`config.mk`:
```
export PLATFORM = sky130hd
export DESIGN_NAME = clk_gate_sequencer
export DESIGN_NICKNAME = d
export VERILOG_FILES = /design/src/rtl/clk_gate_sequencer.sv
export SDC_FILE = /design/constraint.sdc
export NUM_CORES = 1
export LEC_CHECK = 0
export ABC_AREA = 1
export BUFFER_PORTS_ARGS = -buffer_cell sky130_fd_sc_hd__clkbuf_2
export CAP_MARGIN = 0
export CORE_MARGIN = 5
export CORE_UTILIZATION = 40
export CTS_CLUSTER_DIAMETER = 100
export DETAILED_ROUTE_END_ITERATION = 8
export HOLD_SLACK_MARGIN = 0.02
export PLACE_DENSITY_LB_ADDON = 0.08
export SYNTH_ARGS = -nofsm -noshare
export SYNTH_HDL_FRONTEND = slang
export SYNTH_SLANG_ARGS = --single-unit
```
`constraint.sdc`:
```
create_clock -name clk_in -period 1.5 [get_ports clk_in]
set_input_delay 0.15 -clock clk_in [delete_from_list [all_inputs] [get_ports clk_in]]
set_output_delay 0.15 -clock clk_in [all_outputs]
set_load 0.005 [all_outputs]
```
`src/rtl/clk_gate_sequencer.sv`:
```
// Processor clock-gate / reset-release sequencer, with every enable change aligned to the clk_div8 low phase.
// Define CLK_GATE_SEQ_WDOG_EN to add the phase-alignment watchdog and the sticky wdog_err flag.
module clk_gate_sequencer #(
  parameter int unsigned BOOT_PERIODS = 4
`ifdef CLK_GATE_SEQ_WDOG_EN
  , parameter int unsigned WDOG_CYCLES = 16
`endif
) (
  input  logic       clk_in,
  input  logic       rst_sync_n,
  input  logic       clk_div8,
  input  logic       halt_req,
  input  logic       wake_irq,
  output logic       en_clk_div8,
  output logic       proc_rst_n,
  output logic       halt_ack,
  output logic [2:0] state,
  output logic [7:0] halt_cnt,
  output logic       wdog_err
);

  typedef enum logic [2:0] {
    BOOT_EN     = 3'd0,
    BOOT_CNT    = 3'd1,
    RUN         = 3'd2,
    HALT_WAIT   = 3'd3,
    HALTED      = 3'd4,
    RESUME_WAIT = 3'd5
  } state_t;

  state_t     state_q, state_d;
  logic       d8_q;
  logic       en_q, en_d;
  logic       prst_q, prst_d;
  logic       rearm_q, rearm_d;
  logic [7:0] bootCnt_q, bootCnt_d;
  logic [7:0] haltCnt_q, haltCnt_d;
  logic       fe;
  logic       adv;

  // A falling edge of clk_div8 seen here means the next clk_in edge lies inside its low phase.
  assign fe = d8_q & ~clk_div8;

`ifdef CLK_GATE_SEQ_WDOG_EN
  logic [15:0] wdogCnt_q, wdogCnt_d;
  logic        wdogErr_q, wdogErr_d;
  logic        waiting;
  logic        wdogFire;

  assign waiting   = (state_q == BOOT_EN) || (state_q == HALT_WAIT) || (state_q == RESUME_WAIT);
  assign wdogFire  = waiting && !fe && (wdogCnt_q == 16'(WDOG_CYCLES - 1));
  assign adv       = fe | wdogFire;
  assign wdogCnt_d = (waiting && !adv) ? wdogCnt_q + 16'd1 : 16'd0;
  assign wdogErr_d = wdogErr_q | wdogFire;
  assign wdog_err  = wdogErr_q;

  always_ff @(posedge clk_in) begin
    if (!rst_sync_n) begin
      wdogCnt_q <= 16'd0;
      wdogErr_q <= 1'b0;
    end else begin
      wdogCnt_q <= wdogCnt_d;
      wdogErr_q <= wdogErr_d;
    end
  end
`else
  assign adv      = fe;
  assign wdog_err = 1'b0;
`endif

  always_ff @(posedge clk_in) begin
    if (!rst_sync_n) begin
      state_q   <= BOOT_EN;
      d8_q      <= 1'b0;
      en_q      <= 1'b0;
      prst_q    <= 1'b0;
      rearm_q   <= 1'b1;
      bootCnt_q <= 8'd0;
      haltCnt_q <= 8'd0;
    end else begin
      state_q   <= state_d;
      d8_q      <= clk_div8;
      en_q      <= en_d;
      prst_q    <= prst_d;
      rearm_q   <= rearm_d;
      bootCnt_q <= bootCnt_d;
      haltCnt_q <= haltCnt_d;
    end
  end

  // A wake-forced resume clears rearm, so a still-held halt_req cannot re-halt until it drops once.
  always_comb begin
    state_d   = state_q;
    en_d      = en_q;
    prst_d    = prst_q;
    bootCnt_d = bootCnt_q;
    haltCnt_d = haltCnt_q;
    rearm_d   = halt_req ? rearm_q : 1'b1;
    case (state_q)
      BOOT_EN: begin
        if (adv) begin
          en_d      = 1'b1;
          bootCnt_d = 8'd0;
          state_d   = BOOT_CNT;
        end
      end
      BOOT_CNT: begin
        if (fe) begin
          if (bootCnt_q == 8'(BOOT_PERIODS - 1)) begin
            prst_d  = 1'b1;
            state_d = RUN;
          end else begin
            bootCnt_d = bootCnt_q + 8'd1;
          end
        end
      end
      RUN: begin
        if (halt_req && rearm_q) state_d = HALT_WAIT;
      end
      HALT_WAIT: begin
        if (adv) begin
          en_d    = 1'b0;
          state_d = HALTED;
          if (haltCnt_q != 8'hFF) haltCnt_d = haltCnt_q + 8'd1;
        end
      end
      HALTED: begin
        if (wake_irq || !halt_req) begin
          state_d = RESUME_WAIT;
          if (wake_irq) rearm_d = 1'b0;
        end
      end
      RESUME_WAIT: begin
        if (adv) begin
          en_d    = 1'b1;
          state_d = RUN;
        end
      end
      default: state_d = BOOT_EN;
    endcase
  end

  assign en_clk_div8 = en_q;
  assign proc_rst_n  = prst_q;
  assign halt_ack    = (state_q == HALTED);
  assign state       = state_q;
  assign halt_cnt    = haltCnt_q;

endmodule

```
# Yosys cells after proc, flatten, opt, wreduce, memory -nomap -nowiden
# Index checks and enable logic that the tools add are counted.
# totals
ff_bits,23
inputBits,5
out_inout_bits,15
wordCells,58
# classes
n_addsub,2
eq_ne,16
n_mux,19
bitwise,2
n_reduce_logical,12
# ops
operator,count
two-way mux 8 bit,3
two-way mux 3 bit,7
one-hot mux 3 bit (6 select lines),1
"adder 8 x 1 -> 8 bit, second input constant",2
one-hot mux 8 bit (2 select lines),1
"inequality test 2 bit, second input constant",7
AND reduction 3 bit,3
"equality test 8 x 2 -> 1 bit, second input constant",1
"inequality test 8 bit, second input constant",1
AND reduction 7 bit,1
"equality test 3 x 2 -> 1 bit, second input constant",2
"equality test 3 bit, second input constant",2
two-way mux 1 bit,6
"inequality test 2 x 1 -> 1 bit, second input constant",2
AND reduction 4 bit,1
nonzero test 2 bit,2
"equality test 3 x 1 -> 1 bit, second input constant",1
zero test 3 bit,1
one-hot mux 1 bit (2 select lines),1
OR reduction 2 bit,1
AND 1 bit,1
logical AND 1 bit,1
zero test 1 bit,1
logical OR 1 bit,1
NOT 1 bit,1

# Depth between registers and ports, before layout
# logic_depth
word_depth,4
depth_mapped,11

# Least setup slack after synthesis
# Ideal clock, no wire load.
# synth_timing
path_type,register to register
start,"register haltCnt_q[0], in the netlist halt_cnt[0]"
end,"register haltCnt_q[7], in the netlist halt_cnt[7]"
setup_time_ns,0.135
arrival_ns,1.204
t_required_ns,1.365
slack_ns,0.161
path_stages_with_launch,9
path_buffers,0
path_cell_list,dfxtp_1 -> ha_1 -> nand2_1 -> nor2_1 -> nand4_1 -> nand2_4 -> clkinv_4 -> nand2_1 -> a21oi_2
# synth_between
elab_chain_len,2
elab_cells_between_ends,3
cone_classes,add/sub (1); eq/ne (1); reduce/logical (1)
# synth_lines
element,line_no,text
from (decl),37,"logic [7:0] haltCnt_q, haltCnt_d;"
from (signal assigned),87,haltCnt_q <= haltCnt_d;
"parallel branches: the longest is 2 deep, another holds adder 8 x 1 -> 8 bit",-,
# Several ways; the timed one is not identified.
# A chain may end at the register's enable or synchronous reset.

# Worst setup path in the final report
# layout_timing
start,"register haltCnt_q[0], in the netlist halt_cnt[0]"
end,"register haltCnt_q[4], in the netlist halt_cnt[4]"
# The elaborated chain is that of the path after synthesis.

==> out/qor.yml <==
timing:
  finalSetupTns_ns: 0
  clock_skew_ns: 0.0144
  setup-violations-final: 0
  rsz0062_at_grt: "true"
  period_share: 0.939
  slew_violations: 0
  hold_viol_final: 0
  period_needed_ns: 1.41
  max_freq_mhz: 710
floorplanning:
  core_area_um2: 3390
  start_util: 0.420
  pin_count: 20
  die_w_um: 69.7
  dieArea_um2: 4860
  dieHeight_um: 69.7
  rows: 21
setup_path:
  r2r-start: "halt_cnt[0]$_SDFFE_PN0P_"
  worstSetupPathType: "flop to flop"
  worst_setup_path_start_kind: "flop"
  worstReg2RegEnd: "halt_cnt[4]$_SDFFE_PN0P_"
  rr_worst_depth: 8
  crit_path_end_kind: "flop"
  cp_max_fo: 8
  rrSetupSlack_ns: 0.09
  cp.arrival_ns: 1.65
  critPathCapture: "halt_cnt[4]$_SDFFE_PN0P_"
  cp-startpoint: "halt_cnt[0]$_SDFFE_PN0P_"
  crit_required_ns: 1.74
yosys:
  synthDistinctLibCells: 32
  syn_inst: 212
  synth_top_area_share: 0.323
  yosysWarnings: 0
  ys_seq_area_frac: 0.323
  synth_seq_cells: 23
  syn-cell-area_um2: 1430
  yosys.area.top_type: "dfxtp_1"
  yosys-top-cells-area: "dfxtp_1 (32%), nand2_1 (15%), nor2_1 (7.1%), nand3_1 (5.6%), inv_1 (5.3%)"
  synth_nets: 219
  avgSynthCellArea_um2: 6.72
drt:
  vias_per_cell: 4.77
  wire_per_inst_um: 11.3
  dr_total_vias: 1378
  drc_errors: 0
  drtIter0Drc: 53
  ant_nets: 0
  first_pass_iters: 4
  finalWirelength_mm: 3.26
grt:
  grt_use_total: 0.136
  grt.overflow.total: 0
  grt_pass1_vias: 1284
  grt_max_degree: 14
  grt_pass1_wl_mm: 5.57
  antenna_found_initial: 0
pwr:
  p_leak_nw: 0.750
  ir_drop_mv: 0.855
  power.density_nw_per_um2: 1160
clock_tree:
  clock_sinks: 23
  cts_buffers: 3
  cts-root-buf: "clkbuf_4"
  cts_hold_buf: 0
  cts_tree: "yes"
  htreeDepth: 1
  clkTransAtPathRegs_ns: 0.14
  clockBufferDepth: 2
  worst_skew_pair.late_latency_ns: 0.31
finish:
  utilization: 0.509
  drive_gt1_frac: 0.342
  num_antenna_cells: 0
  nets: 251
  num-fill-cells: 341
  syn_to_final_growth_pct: 21.0
placement:
  place_hpwl_mm: 2.44
  gp_congestion: 0.903
  io_buffers: 18
hold_path:
  hold_class: "input pin to flop"
run_status:
  status: "finished, final reports clean"
run:
  drv_cap: 0
[report_power, final]
| part | total (mW) | switching [mW] | internal [mW] |
|---|---|---|---|
| clock | 0.293 | 0.190 | 0.104 |
| combinational | 0.956 | 0.601 | 0.355 |
| sequential | 0.755 | 0.0694 | 0.685 |
| total | 2.00 | 0.860 | 1.14 |
[how the worst min path moves through the flow]
stage,cells after the start,slack [ns],from,to
detailed placement,3,0.37,clk_div8,d8_q$_SDFF_PN0_
global route,3,0.07,clk_div8,d8_q$_SDFF_PN0_
global placement,3,0.36,clk_div8,d8_q$_SDFF_PN0_
CTS,3,0.04,clk_div8,d8_q$_SDFF_PN0_
floorplan,2,0.24,clk_div8,d8_q$_SDFF_PN0_
finish,3,0.05,clk_div8,d8_q$_SDFF_PN0_
[metrics by stage]
| step | instances | hold WS (ns) | setup slack, ns | cell area, um2 | total power [mW] |
|---|---|---|---|---|---|
| finish | 289 | 0.0536 | 0.0919 | 1720 | 2.00 |
| global route | 289 | 0.0668 | -0.0137 | 1720 | 2.17 |
| CTS | 286 | 0.0420 | 0.000244 | 1640 | 1.94 |
| global placement | 281 | 0.358 | 0.0540 | 1610 | 1.62 |
| floorplan | 212 | 0.243 | 0.161 | 1430 | 1.43 |
| detailed placement | 281 | 0.370 | 0.0300 | 1610 | 1.64 |
[cells in the mapped netlist]
cell type  count
nor3_2         1
clkbuf_1       1
buf_2          1
o21a_1         1
nor2_4         2
o21ai_2        2
xor2_1         2
nand3_2        6
buf_6          1
nor2_2         4
clkinv_4       1
nor2_1        27
dfxtp_1       23
nand2_4        3
ha_1           2
buf_4          2
a21oi_1        9
nand2_2        3
xnor2_1        2
conb_1         1
inv_1         20
nand4_1        2
buf_8          1
nand3_1       16
nor3_1         3
nand2_1       58
or2_0          1
a21oi_2        4
o21bai_1       1
o21ai_0        3
o21ai_1        2
inv_2          7
[logic make-up after synthesis]
group           count (synthesis)  share of synthesized area
compound gates                 22                     0.0966
buf+inv                        34                      0.112
xor+xnor                        4                     0.0246
simple gates                  126                      0.423
other cells                     1                    0.00263
fa+ha+maj                       2                     0.0176
flops                          23                      0.323
[what timing repair did]
item	in CTS	in global routing
pin swaps	0	5
endpoints found under the setup margin	2	18
setup buffers	1	3
cloned	0	0
gates resized for setup	0	19
[registers in the layout, indices dropped and copies added, names as in the netlist]
name	count
state	3
rearm_q	1
bootCnt_q	8
halt_cnt	8
d8_q	1
en_clk_div8	1
proc_rst_n	1
[cell type report]
cell class,count,area (um2),share of cell area
Sequential cell,23,468,0.271
Timing Repair Buffer,33,203,0.118
Tap cell,46,57.6,0.0334
Multi-Input combinational cell,155,860,0.499
Inverter,28,110,0.0639
Clock buffer,4,26.3,0.0152
[per-layer routing]
| metal | wire (um) | vias to the layer above | GRT usage |
|---|---|---|---|
| li1 | - | 722 | - |
| met5 | 0 | - | 0 |
| met4 | 20 | 0 | 0.0383 |
| met3 | 91 | 2 | 0.0203 |
| met1 | 1600 | 633 | 0.177 |
| met2 | 1550 | 21 | 0.233 |
[worst max-delay path, cell delays in order, from the launching register on]
cell	delay, ns
dfxtp_2	0.38
ha_4	0.14
nand2_2	0.06
nor2_2	0.12
nand4_1	0.16
nand2_4	0.17
buf_4	0.13
nand2_1	0.05
a21oi_1	0.13
[cells in the final DEF, fill, tap and decap left out]
cell	n
a21oi_1	9
a21oi_2	4
buf_4	15
clkbuf_1	1
clkbuf_2	18
clkbuf_4	3
clkinv_4	1
conb_1	1
dfxtp_1	17
dfxtp_2	6
ha_2	1
ha_4	1
inv_1	20
inv_2	7
nand2_1	55
nand2_2	5
nand2_4	3
nand2_8	1
nand3_1	16
nand3_2	6
nand4_1	2
nor2_1	24
nor2_2	6
nor2_4	3
nor3_1	3
nor3_4	1
o21a_1	1
o21ai_0	3
o21ai_1	2
o21ai_2	2
o21bai_1	1
or2_0	1
xnor2_1	2
xor2_1	2
Power figures use the tool's default switching activity.
